### src/rtl/sprite_pkg.sv
// rtl/sprite_pkg.sv - shared walk-state encoding and colour width for the sprite renderer
package sprite_pkg;

  localparam int RGB_W = 12;

  typedef enum logic [1:0] {
    WALK_DOWN  = 2'd0,
    WALK_RIGHT = 2'd1,
    WALK_UP    = 2'd2,
    WALK_LEFT  = 2'd3
  } walk_state_e;

endpackage

### src/rtl/tick_divider.sv
// rtl/tick_divider.sv - free-running 0..MAX divider, TRIG_OUT high for the CLK spent at MAX
module tick_divider #(
  parameter int WIDTH = 24,
  parameter int MAX   = 14999999
) (
  input  logic CLK,
  input  logic RESET,
  input  logic ENABLE,
  output logic TRIG_OUT
);

  localparam logic [WIDTH-1:0] MAX_V = WIDTH'(MAX);

  logic [WIDTH-1:0] count_q;
  logic [WIDTH-1:0] count_d;
  logic             at_max;

  always_comb begin
    at_max  = (count_q == MAX_V);
    count_d = count_q;
    if (ENABLE) begin
      count_d = at_max ? '0 : count_q + WIDTH'(1);
    end
  end

  always_ff @(posedge CLK or posedge RESET) begin
    if (RESET) begin
      count_q <= '0;
    end else begin
      count_q <= count_d;
    end
  end

  // Held count while ENABLE is low, so no trigger can fire from a frozen divider.
  assign TRIG_OUT = ENABLE & at_max;

endmodule

### src/rtl/perimeter_sprite_gen.sv
// rtl/perimeter_sprite_gen.sv - timed sprite mover (perimeter walk / bounce) and pixel renderer; BG_INVERT_EN inverts background
module perimeter_sprite_gen
  import sprite_pkg::*;
#(
  parameter int H_ACTIVE = 640,
  parameter int V_ACTIVE = 480,
  parameter int SPRITE_W = 20,
  parameter int SPRITE_H = 20,
  parameter int STEP_PX  = 1,
  parameter int TICK_DIV = 14999999
) (
  input  logic             CLK,
  input  logic             RESET,
  input  logic             ENABLE,
  input  logic             MODE,
  input  logic [9:0]       ADDRESS_H,
  input  logic [8:0]       ADDRESS_V,
  output logic [RGB_W-1:0] COLOUR_OUT,
  output logic [9:0]       SPRITE_X,
  output logic [8:0]       SPRITE_Y,
  output logic             CORNER
);

  localparam int         DIV_W  = (TICK_DIV < 2) ? 1 : $clog2(TICK_DIV + 1);
  localparam logic [10:0] X_MAX = 11'(H_ACTIVE - SPRITE_W);
  localparam logic [9:0]  Y_MAX = 10'(V_ACTIVE - SPRITE_H);
  localparam logic [10:0] STEP_X = 11'(STEP_PX);
  localparam logic [9:0]  STEP_Y = 10'(STEP_PX);
  localparam logic [10:0] SPR_W  = 11'(SPRITE_W);
  localparam logic [9:0]  SPR_H  = 10'(SPRITE_H);
  localparam logic [10:0] H_ACT  = 11'(H_ACTIVE);
  localparam logic [9:0]  V_ACT  = 10'(V_ACTIVE);

  logic             tick;
  logic [RGB_W-1:0] colour_q, colour_d;
  logic [RGB_W-1:0] pix_q, pix_d;
  logic [9:0]       x_q, x_d;
  logic [8:0]       y_q, y_d;
  walk_state_e      state_q, state_d;
  logic             dx_neg_q, dx_neg_d;
  logic             dy_neg_q, dy_neg_d;
  logic             mode_q, mode_d;
  logic             corner_q, corner_d;

  logic [10:0] x_inc, x_dec, h_ext;
  logic [9:0]  y_inc, y_dec, v_ext;
  logic        x_high, x_low, y_high, y_low;
  logic        hit;
  logic [RGB_W-1:0] bg;

  tick_divider #(.WIDTH(DIV_W), .MAX(TICK_DIV)) u_tick_divider (
    .CLK      (CLK),
    .RESET    (RESET),
    .ENABLE   (ENABLE),
    .TRIG_OUT (tick)
  );

  // One extra bit lets a step below zero show up as a set MSB before clamping.
  always_comb begin
    x_inc  = {1'b0, x_q} + STEP_X;
    x_dec  = {1'b0, x_q} - STEP_X;
    y_inc  = {1'b0, y_q} + STEP_Y;
    y_dec  = {1'b0, y_q} - STEP_Y;
    x_high = (x_inc >= X_MAX);
    x_low  = x_dec[10] || (x_dec == 11'd0);
    y_high = (y_inc >= Y_MAX);
    y_low  = y_dec[9] || (y_dec == 10'd0);
  end

  always_comb begin
    colour_d = colour_q;
    x_d      = x_q;
    y_d      = y_q;
    state_d  = state_q;
    dx_neg_d = dx_neg_q;
    dy_neg_d = dy_neg_q;
    mode_d   = mode_q;
    corner_d = 1'b0;
    if (tick) begin
      colour_d = colour_q + RGB_W'(1);
      if (MODE != mode_q) begin
        x_d      = '0;
        y_d      = '0;
        state_d  = WALK_DOWN;
        dx_neg_d = 1'b0;
        dy_neg_d = 1'b0;
        mode_d   = MODE;
      end else if (!mode_q) begin
        case (state_q)
          WALK_DOWN: begin
            y_d = y_high ? Y_MAX[8:0] : y_inc[8:0];
            if (y_high) begin state_d = WALK_RIGHT; corner_d = 1'b1; end
          end
          WALK_RIGHT: begin
            x_d = x_high ? X_MAX[9:0] : x_inc[9:0];
            if (x_high) begin state_d = WALK_UP; corner_d = 1'b1; end
          end
          WALK_UP: begin
            y_d = y_low ? 9'd0 : y_dec[8:0];
            if (y_low) begin state_d = WALK_LEFT; corner_d = 1'b1; end
          end
          default: begin
            x_d = x_low ? 10'd0 : x_dec[9:0];
            if (x_low) begin state_d = WALK_DOWN; corner_d = 1'b1; end
          end
        endcase
      end else begin
        if (!dx_neg_q) begin
          x_d = x_high ? X_MAX[9:0] : x_inc[9:0];
          if (x_high) begin dx_neg_d = 1'b1; corner_d = 1'b1; end
        end else begin
          x_d = x_low ? 10'd0 : x_dec[9:0];
          if (x_low) begin dx_neg_d = 1'b0; corner_d = 1'b1; end
        end
        if (!dy_neg_q) begin
          y_d = y_high ? Y_MAX[8:0] : y_inc[8:0];
          if (y_high) begin dy_neg_d = 1'b1; corner_d = 1'b1; end
        end else begin
          y_d = y_low ? 9'd0 : y_dec[8:0];
          if (y_low) begin dy_neg_d = 1'b0; corner_d = 1'b1; end
        end
      end
    end
  end

  always_comb begin
    h_ext = {1'b0, ADDRESS_H};
    v_ext = {1'b0, ADDRESS_V};
    hit   = (h_ext >= {1'b0, x_q}) && (h_ext < ({1'b0, x_q} + SPR_W)) &&
            (v_ext >= {1'b0, y_q}) && (v_ext < ({1'b0, y_q} + SPR_H));
`ifdef BG_INVERT_EN
    bg    = ~colour_q;
`else
    bg    = '0;
`endif
    pix_d = ((h_ext >= H_ACT) || (v_ext >= V_ACT)) ? '0 : (hit ? colour_q : bg);
  end

  always_ff @(posedge CLK or posedge RESET) begin
    if (RESET) begin
      colour_q <= '0;
      pix_q    <= '0;
      x_q      <= '0;
      y_q      <= '0;
      state_q  <= WALK_DOWN;
      dx_neg_q <= 1'b0;
      dy_neg_q <= 1'b0;
      mode_q   <= 1'b0;
      corner_q <= 1'b0;
    end else begin
      colour_q <= colour_d;
      pix_q    <= pix_d;
      x_q      <= x_d;
      y_q      <= y_d;
      state_q  <= state_d;
      dx_neg_q <= dx_neg_d;
      dy_neg_q <= dy_neg_d;
      mode_q   <= mode_d;
      corner_q <= corner_d;
    end
  end

  assign COLOUR_OUT = pix_q;
  assign SPRITE_X   = x_q;
  assign SPRITE_Y   = y_q;
  assign CORNER     = corner_q;

endmodule

### config.mk
export PLATFORM = sky130hd
export DESIGN_NAME = perimeter_sprite_gen
export DESIGN_NICKNAME = d
export VERILOG_FILES = /design/src/rtl/sprite_pkg.sv /design/src/rtl/tick_divider.sv /design/src/rtl/perimeter_sprite_gen.sv
export SDC_FILE = /design/constraint.sdc
export NUM_CORES = 1
export LEC_CHECK = 0
export CAP_MARGIN = 20
export CORE_UTILIZATION = 40
export CTS_BUF_LIST = sky130_fd_sc_hd__clkbuf_8
export DETAILED_ROUTE_END_ITERATION = 8
export GPL_TIMING_DRIVEN = 0
export PLACE_DENSITY_LB_ADDON = 0.08
export SLEW_MARGIN = 40
export SYNTH_ARGS = -nofsm -noshare
export SYNTH_HDL_FRONTEND = slang
export SYNTH_HIERARCHICAL = 1
export SYNTH_SLANG_ARGS = --single-unit
### constraint.sdc
create_clock -name CLK -period 2.4 [get_ports CLK]
set_input_delay 0.72 -clock CLK [delete_from_list [all_inputs] [get_ports CLK]]
set_output_delay 0.72 -clock CLK [all_outputs]
set_load 0.05 [all_outputs]
==> results of run 1 <==
==> Yosys cell counts, drive strengths merged, types with 2 or more instances <==
cell type	count
o221ai	3
a211o	2
a41o	2
a31o	2
inv	42
a32oi	5
a221o	3
mux2i	4
and3	8
buf	19
nor2b	4
a211oi	6
o2bb2ai	3
ha	53
nand2b	12
a21o	13
o211ai	13
or4	2
nor3b	2
dfrtp	73
and4	9
a22oi	2
mux2	4
nand4	33
xor2	9
a21oi	37
and2	9
clkbuf	15
o31a	4
nor3	21
nand2	52
or3	11
a31oi	8
o311a	2
xnor2	32
o31ai	9
o21ai	44
o22ai	5
nor2	38
nor4	17
o21a	7
nand3	23
a2111oi	2
or2	3
==> per-layer routing <==
metal,vias up,share of wire (%),track usage (%)
met4,0,0.93,6.099
met5,-,0,0
met1,2889,45,30.03
met3,15,4.8,4.991
li1,2805,-,-
met2,159,49,40.24
==> metrics by stage <==
step	util, %	std cells	hold slack [ns]	cell area (um^2)
after global routing	56.74	1009	0.5087	8215
after detailed placement	47.33	921	0.4689	6853
after floorplan	-	682	0.4452	6056
after CTS	54.35	988	0.4839	7869
after global placement	47.15	920	0.4643	6827
final	56.74	1009	0.4754	8215
==> logic make-up (layout without fill, tap and decap cells) <==
kind of cell               Yosys count  count (layout)  share of synthesized area (%)
AOI/OAI and AO/OA                  182             182                          21.55
DFF                                 73              73                          30.82
muxes                                8               8                          1.435
and+or+nand+nor                    248             248                          23.26
xor gates and xnor gates            41              41                          6.185
buffers and inverters               77             220                          5.552
adders and majority gates           53              53                          11.19
==> cell type report <==
type                    instances  area, um^2
multi-input cells             532        4308
fillers                      1297        6264
clock inverters                 6       62.56
flip-flops and latches         73        1852
plain buffers                  33       299.0
well taps                     184       230.2
clock buffers                   9       123.9
inverters                      43       188.9
repair buffers                129        1151
==> registers in the layout, indices dropped and copies added (netlist names), 2 cells and up <==
signal,cells
u_tick_divider/count_q,24
COLOUR_OUT,12
colour_q,12
SPRITE_X,10
SPRITE_Y,9
state_q,2
==> worst paths after layout <==
kind / startpoint / end / slack [ns]
worst max-delay path: SPRITE_Y[5] / COLOUR_OUT[1] / -0.12
worst min-delay path: colour_q[11] / colour_q[11] / 0.48
worst max register to register: SPRITE_Y[5] / COLOUR_OUT[1] / -0.12
worst min register to register: colour_q[11] / colour_q[11] / 0.48
max in group asynchronous: RESET / u_tick_divider/count_q[15] / 1.24
min in group asynchronous: RESET / dy_neg_q / 0.66
==> power by group through the flow <==
stage	sequential (mW)	combinational (mW)	clock, mW
floorplan	1.41	0.452	0
global placement	1.39	0.659	0
detailed placement	1.39	0.682	0
CTS	1.36	0.886	1.01
global route	1.38	1.03	1.07
finish	1.37	0.945	0.987
==> timing repair <==
action                     in CTS  in global routing
setup endpoints to repair      50                 41
gates resized for setup       104                 47
pin swaps                      40                 24
cloned                          4                  1
buffers inserted               49                 21
hold buffers                    0                  0
==> summary.txt, run 1 <==
Pwr
  – Power Density: 401.5 mW/mm^2
  – Lkg Pwr: about 3.4 nW
  – P_sw: roughly 1.1 mW
  – P_int: about 2.2 mW
  – Clock group share of total power: around 30%
  – Logic gate share of total power: between 20% and 30%
  – Switching part of the total: 33.12%
  – Reg power frac: between 40 and 50%
  – Max IR drop VDD: 299.0 uV
  – Overall Power: between 3 and 4 mW

Layout
  – Most frequent cells in the layout: buf_4, dfrtp_1, nand2_1
  – NumNets Final: 897
  – Share of layout cells above drive strength 1: between 30 and 40%
  – Area grow syn2layout: 38.61%
  – Commonest non-fill, non-tap cell in the layout: buf_4
  – ANT cells: 0

Clock network
  – CTS tree: yes
  – Clock sink total: between 70 and 80
  – Clk Latency, worst-skew pair: between 0.3 and 0.4 ns
  – Total CTS buffers: 9
  – Clk pin slew, worst setup/hold paths: roughly 0.1 ns
  – Root buffer cell: clkbuf_8
  – CTS H-tree lvls: 3
  – CTS Buffer Depth: 2

Placed design
  – Pre-CTS setup slack: -1.001 ns
  – Port Buffer Count: 54
  – Detailed placement HPWL: 11.90 mm
  – GPL Wtd Cong: around 0.85

STA
  – Unrepaired setup endpoints after global routing: true
  – Worst Max-Slew Pin Slew: 0.7380 ns
  – Fin crit share: 104.9%
  – Relative slew slack: 49.82%
  – Worst Skew: 0.02125 ns
  – Max-slew violations: 0
  – Final worst slack: -0.1182 ns
  – Fmax: roughly 0.40 GHz
  – Final setup viols: 20
  – Min Tclk post-route: roughly 2.5 ns
  – Final Hold Viols: 0
  – Post-route setup TNS: -1.485 ns

Global route
  – Gr ovfl total: 0
  – Initial antenna violation count: 0
  – Largest net degree at the start of global routing: 35
  – Vias in the first global route: just under 6k
  – GR Util All Layers: a little under a quarter
  – First-pass GRT wire length: ~28 mm

Floorplanning
  – Initial Utilization: 40.94%
  – IO Pins: 55
  – Die Y-Extent: between 100 and 150 um
  – FP Rows: 44
  – DIE WIDTH: roughly 120 um
  – CORE AREA: ~0.014 mm^2
  – Die ar.: around 0.015 mm^2

Synthesis
  – Mapped cell area: between 0.005 and 0.006 mm^2
  – Synth Register Bits: 73
  – Post-synth EDFFs: 0
  – Mapped Nets: 758
  – Mapped Avg Cell Area: between 8 and 9 um^2
  – Top cells by area, synth: dfrtp_1, ha_1, xnor2_1
  – Register area share after synthesis: 30.82%
  – FFs w/ async S/R, synth: 100.0%
  – Synth area leader: dfrtp_1
  – Yosys top cell area share: between 30% and 40%
  – Unique masters post-synth: 83
  – Top_reg_cell synth: dfrtp_1
  – Syn Inst Count: 682
  – Warning count from the yosys run: 6

Outcome
  – Status: finished with violations
  – Violated checks: negative setup slack

Drt
  – Via count normalized by instance count: 5.816
  – Drt initial violations: between 400 and 500
  – DR pass1 iterations: 5
  – Total vias in the final route: roughly 5.9k
  – Routed len/inst: approximately 17 um
  – ANT nets after route: 0
  – DRT Wirelength: roughly 18 mm
  – DRC: 0

Critical path
  – CP delay by family, top: simple AND/OR/NAND/NOR gates
  – CP max-delay cell: dfrtp_2
  – CP Launch Type: flip-flop
  – Critical-path maximum fanout: 10
  – CP max stage delay: just over 0.4 ns
  – CP arrival: 2.78 ns
  – Buf+Inv Stages, Crit Path: 3
  – Levels on crit path: 11
  – CP Cell Sequence: buf_6 > clkinvlp_4 > nor3_4 > o21ai_0 > xnor2_1 > ha_1 > nor2_1 > a21oi_1 > o31a_1 > clkbuf_8 > nor4_4
  – Critical path endpoint category: flip-flop
  – Crit path kind: flip-flop to flip-flop
  – Critical Path RT: around 2.7 ns
  – Path depth of the worst reg2reg path: 11

Worst hold path
  – Hold Crit Depth: 1
  – Hold WC Path Type: flip-flop to flip-flop

Run
  – MaxCap Viol Count: 0
(Power assumes the default switching activity.)
==> inputs of run 2 (changes only) <==
Settings changed: CORE_UTILIZATION 40 to 55.
==> run 2 against run 1 <==
  * The run still ends with negative setup slack left
  * Setup slack gained 0.0036 ns
  * Clock-buffer cell count is the same
  * Clock power is essentially flat
  * Maximum frequency grew 0.14%
  * Register-to-register slack is essentially flat
  * Hold slack lost 0.0041 ns
  * Wire length grew 6.6%
  * Non-clock buffer count grew 8
  * First-iteration DRC count grew 12%
  * Combinational power grew 11%
  * Highest routed layer unchanged
  * Sequential share of layout area shrank 0.49 points
  * Clock skew shrank 0.0041 ns
==> summary.txt, run 2 (same netlist as run 1, synthesis figures left out) <==
Drt
  – ANT nets after route: 0
  – Drt initial violations: ~450
  – DRT Wirelength: approximately 19 mm
  – Via count normalized by instance count: 6.446
  – DRC: 0
  – Routed len/inst: 19.29 um
  – DR pass1 iterations: 5
  – Total vias in the final route: around 6.3k

STA
  – Worst Skew: 0.01717 ns
  – Relative slew slack: 52.88%
  – Min Tclk post-route: about 2.5 ns
  – Final Hold Viols: 0
  – Post-route setup TNS: -0.6499 ns
  – Max-slew violations: 0
  – WHS: around 0.47 ns
  – Final worst slack: -0.1146 ns
  – Final setup viols: 14
  – Worst Max-Slew Pin Slew: 0.6931 ns
  – Fin crit share: 104.8%
  – Unrepaired setup endpoints after global routing: true
  – Fmax: just under 0.4 GHz

Layout
  – Area grow syn2layout: 41.67%
  – ANT cells: 0
  – Max FFs per register: 24
  – Filler cell count: roughly 630
  – Commonest non-fill, non-tap cell in the layout: buf_4
  – Share of layout cells above drive strength 1: around a third
  – NumNets Final: 905
  – Most frequent cells in the layout: buf_4, dfrtp_1, nand2_1
  – Largest Register: u_tick_divider/count_q

Floorplanning
  – FP Rows: 37
  – DIE WIDTH: 105.8 um
  – Initial Utilization: 57.15%
  – Die Y-Extent: around 110 um
  – CORE AREA: 0.01037 mm^2
  – IO Pins: 55
  – Die ar.: 0.01120 mm^2

Global route
  – First-pass GRT wire length: roughly 28 mm
  – Gr ovfl total: 0
  – GR Util All Layers: 30.97%
  – Initial antenna violation count: 0
  – Largest net degree at the start of global routing: 43
  – Vias in the first global route: roughly 5.7k

Pwr
  – Power Density: between 400 and 500 mW/mm^2
  – Switching part of the total: roughly a third
  – Lkg Pwr: 3.523 nW
  – P_int: 2.259 mW
  – Logic gate share of total power: between 30% and 40%
  – Reg power frac: about two fifths
  – P_sw: 1.169 mW
  – Max IR drop VDD: ~340 uV
  – Clock group share of total power: between 20% and 30%

Placed design
  – GPL Wtd Cong: ~0.9
  – Detailed placement HPWL: 11.19 mm
  – Port Buffer Count: between 50 and 60
  – Pre-CTS setup slack: -0.9223 ns

Clock network
  – Hold-fix buffer count after cts: 0
  – CTS Buffer Depth: 2
  – Clock sink total: 73
  – CTS tree: yes
  – Total CTS buffers: 9
  – Clk pin slew, worst setup/hold paths: about 0.09 ns
  – Root buffer cell: clkbuf_8
  – Clk Latency, worst-skew pair: 0.37 ns
  – CTS H-tree lvls: 3

Critical path
  – CP arrival: roughly 2.8 ns
  – Crit path kind: flip-flop to flip-flop
  – Critical Path RT: about 2.7 ns
  – CP Launch Type: flip-flop
  – Critical-path maximum fanout: 8
  – Critical path endpoint category: flip-flop

Worst hold path
  – Hold WC Path Type: flip-flop to flip-flop

Outcome
  – Violated checks: negative setup slack
  – Status: finished with violations

Run
  – MaxCap Viol Count: 0
## run 2: changes by cell type in the layout (fill, tap and decap cells not counted), sizes merged
cell and change:
dlygate4sd2 -1, inv +2, clkinvlp -2, dlymetal6s2s +2
buf +7, clkinv +1
## run 2: timing repair
item / CTS / global route
pin swaps: 49 / 51
buffers inserted: 48 / 29
gates resized for setup: 98 / 94
endpoints found under the hold margin: 0 / 0
setup endpoints to repair: 47 / 39
gates cloned: 4 / 1
## run 2: layout make-up
class | count | area [um^2] | area share (%)
Tap cell | 136 | 170.2 | 2.027
Timing Repair Buffer | 137 | 1230 | 14.65
Clock inverter | 7 | 72.57 | 0.8643
Clock buffer | 9 | 123.9 | 1.475
Sequential cell | 73 | 1852 | 22.05
Buffer | 33 | 306.5 | 3.651
Inverter | 43 | 187.7 | 2.235
Multi-Input combinational cell | 532 | 4454 | 53.05
## run 2: final timing paths
| kind | cells past startpoint | slack (ns) | end | startpoint |
|---|---|---|---|---|
| worst max-delay path | 10 | -0.11 | COLOUR_OUT[6] | SPRITE_Y[5] |
| worst min-delay path | 1 | 0.47 | colour_q[11] | colour_q[11] |
| worst max register to register | 10 | -0.11 | COLOUR_OUT[6] | SPRITE_Y[5] |
| worst min register to register | 1 | 0.47 | colour_q[11] | colour_q[11] |
| max in group asynchronous | 2 | 1.25 | u_tick_divider/count_q[19] | RESET |
| min in group asynchronous | 2 | 0.64 | SPRITE_X[1] | RESET |
## run 2: per-stage QoR
step	util [%]	area, um^2	power, mW	std cells
detailed placement	65.50	6793	2.064	873
global placement	65.25	6766	2.035	872
CTS	75.17	7795	3.200	940
global route	80.97	8397	3.556	970
finish	80.97	8397	3.427	970
floorplan	-	6056	1.861	682
## run 2: layer usage
layer  share of wire, %  wire length (um)  global-route usage [%]  vias up
li1                   -                 -                       -     2825
met1                 41              7611                   40.33     3046
met3                6.8              1269                   5.318       58
met4                2.5               467                   8.730        0
met2                 50              9360                   52.75      324
met5                  0                 0                       0        -
## run 2: power groups by stage
stage | Clock (mW) | Sequential [mW] | Combinational [mW]
2_1_floorplan | 0 | 1.41 | 0.452
3_3_place_gp | 0 | 1.38 | 0.654
3_5_place_dp | 0 | 1.38 | 0.679
4_1_cts | 1.01 | 1.36 | 0.834
5_1_grt | 1.06 | 1.38 | 1.12
6_report | 1.01 | 1.37 | 1.05
## run 2: critical path, stage by stage, from the launching register on
cell and delay [ns]:
dfrtp_2 0.41, buf_6 0.15, clkinvlp_4 0.19, xnor2_2 0.18
ha_1 0.27, o21a_1 0.18, o21ai_1 0.14, a21oi_1 0.06
o31a_1 0.32, clkbuf_8 0.19, nor4_2 0.31
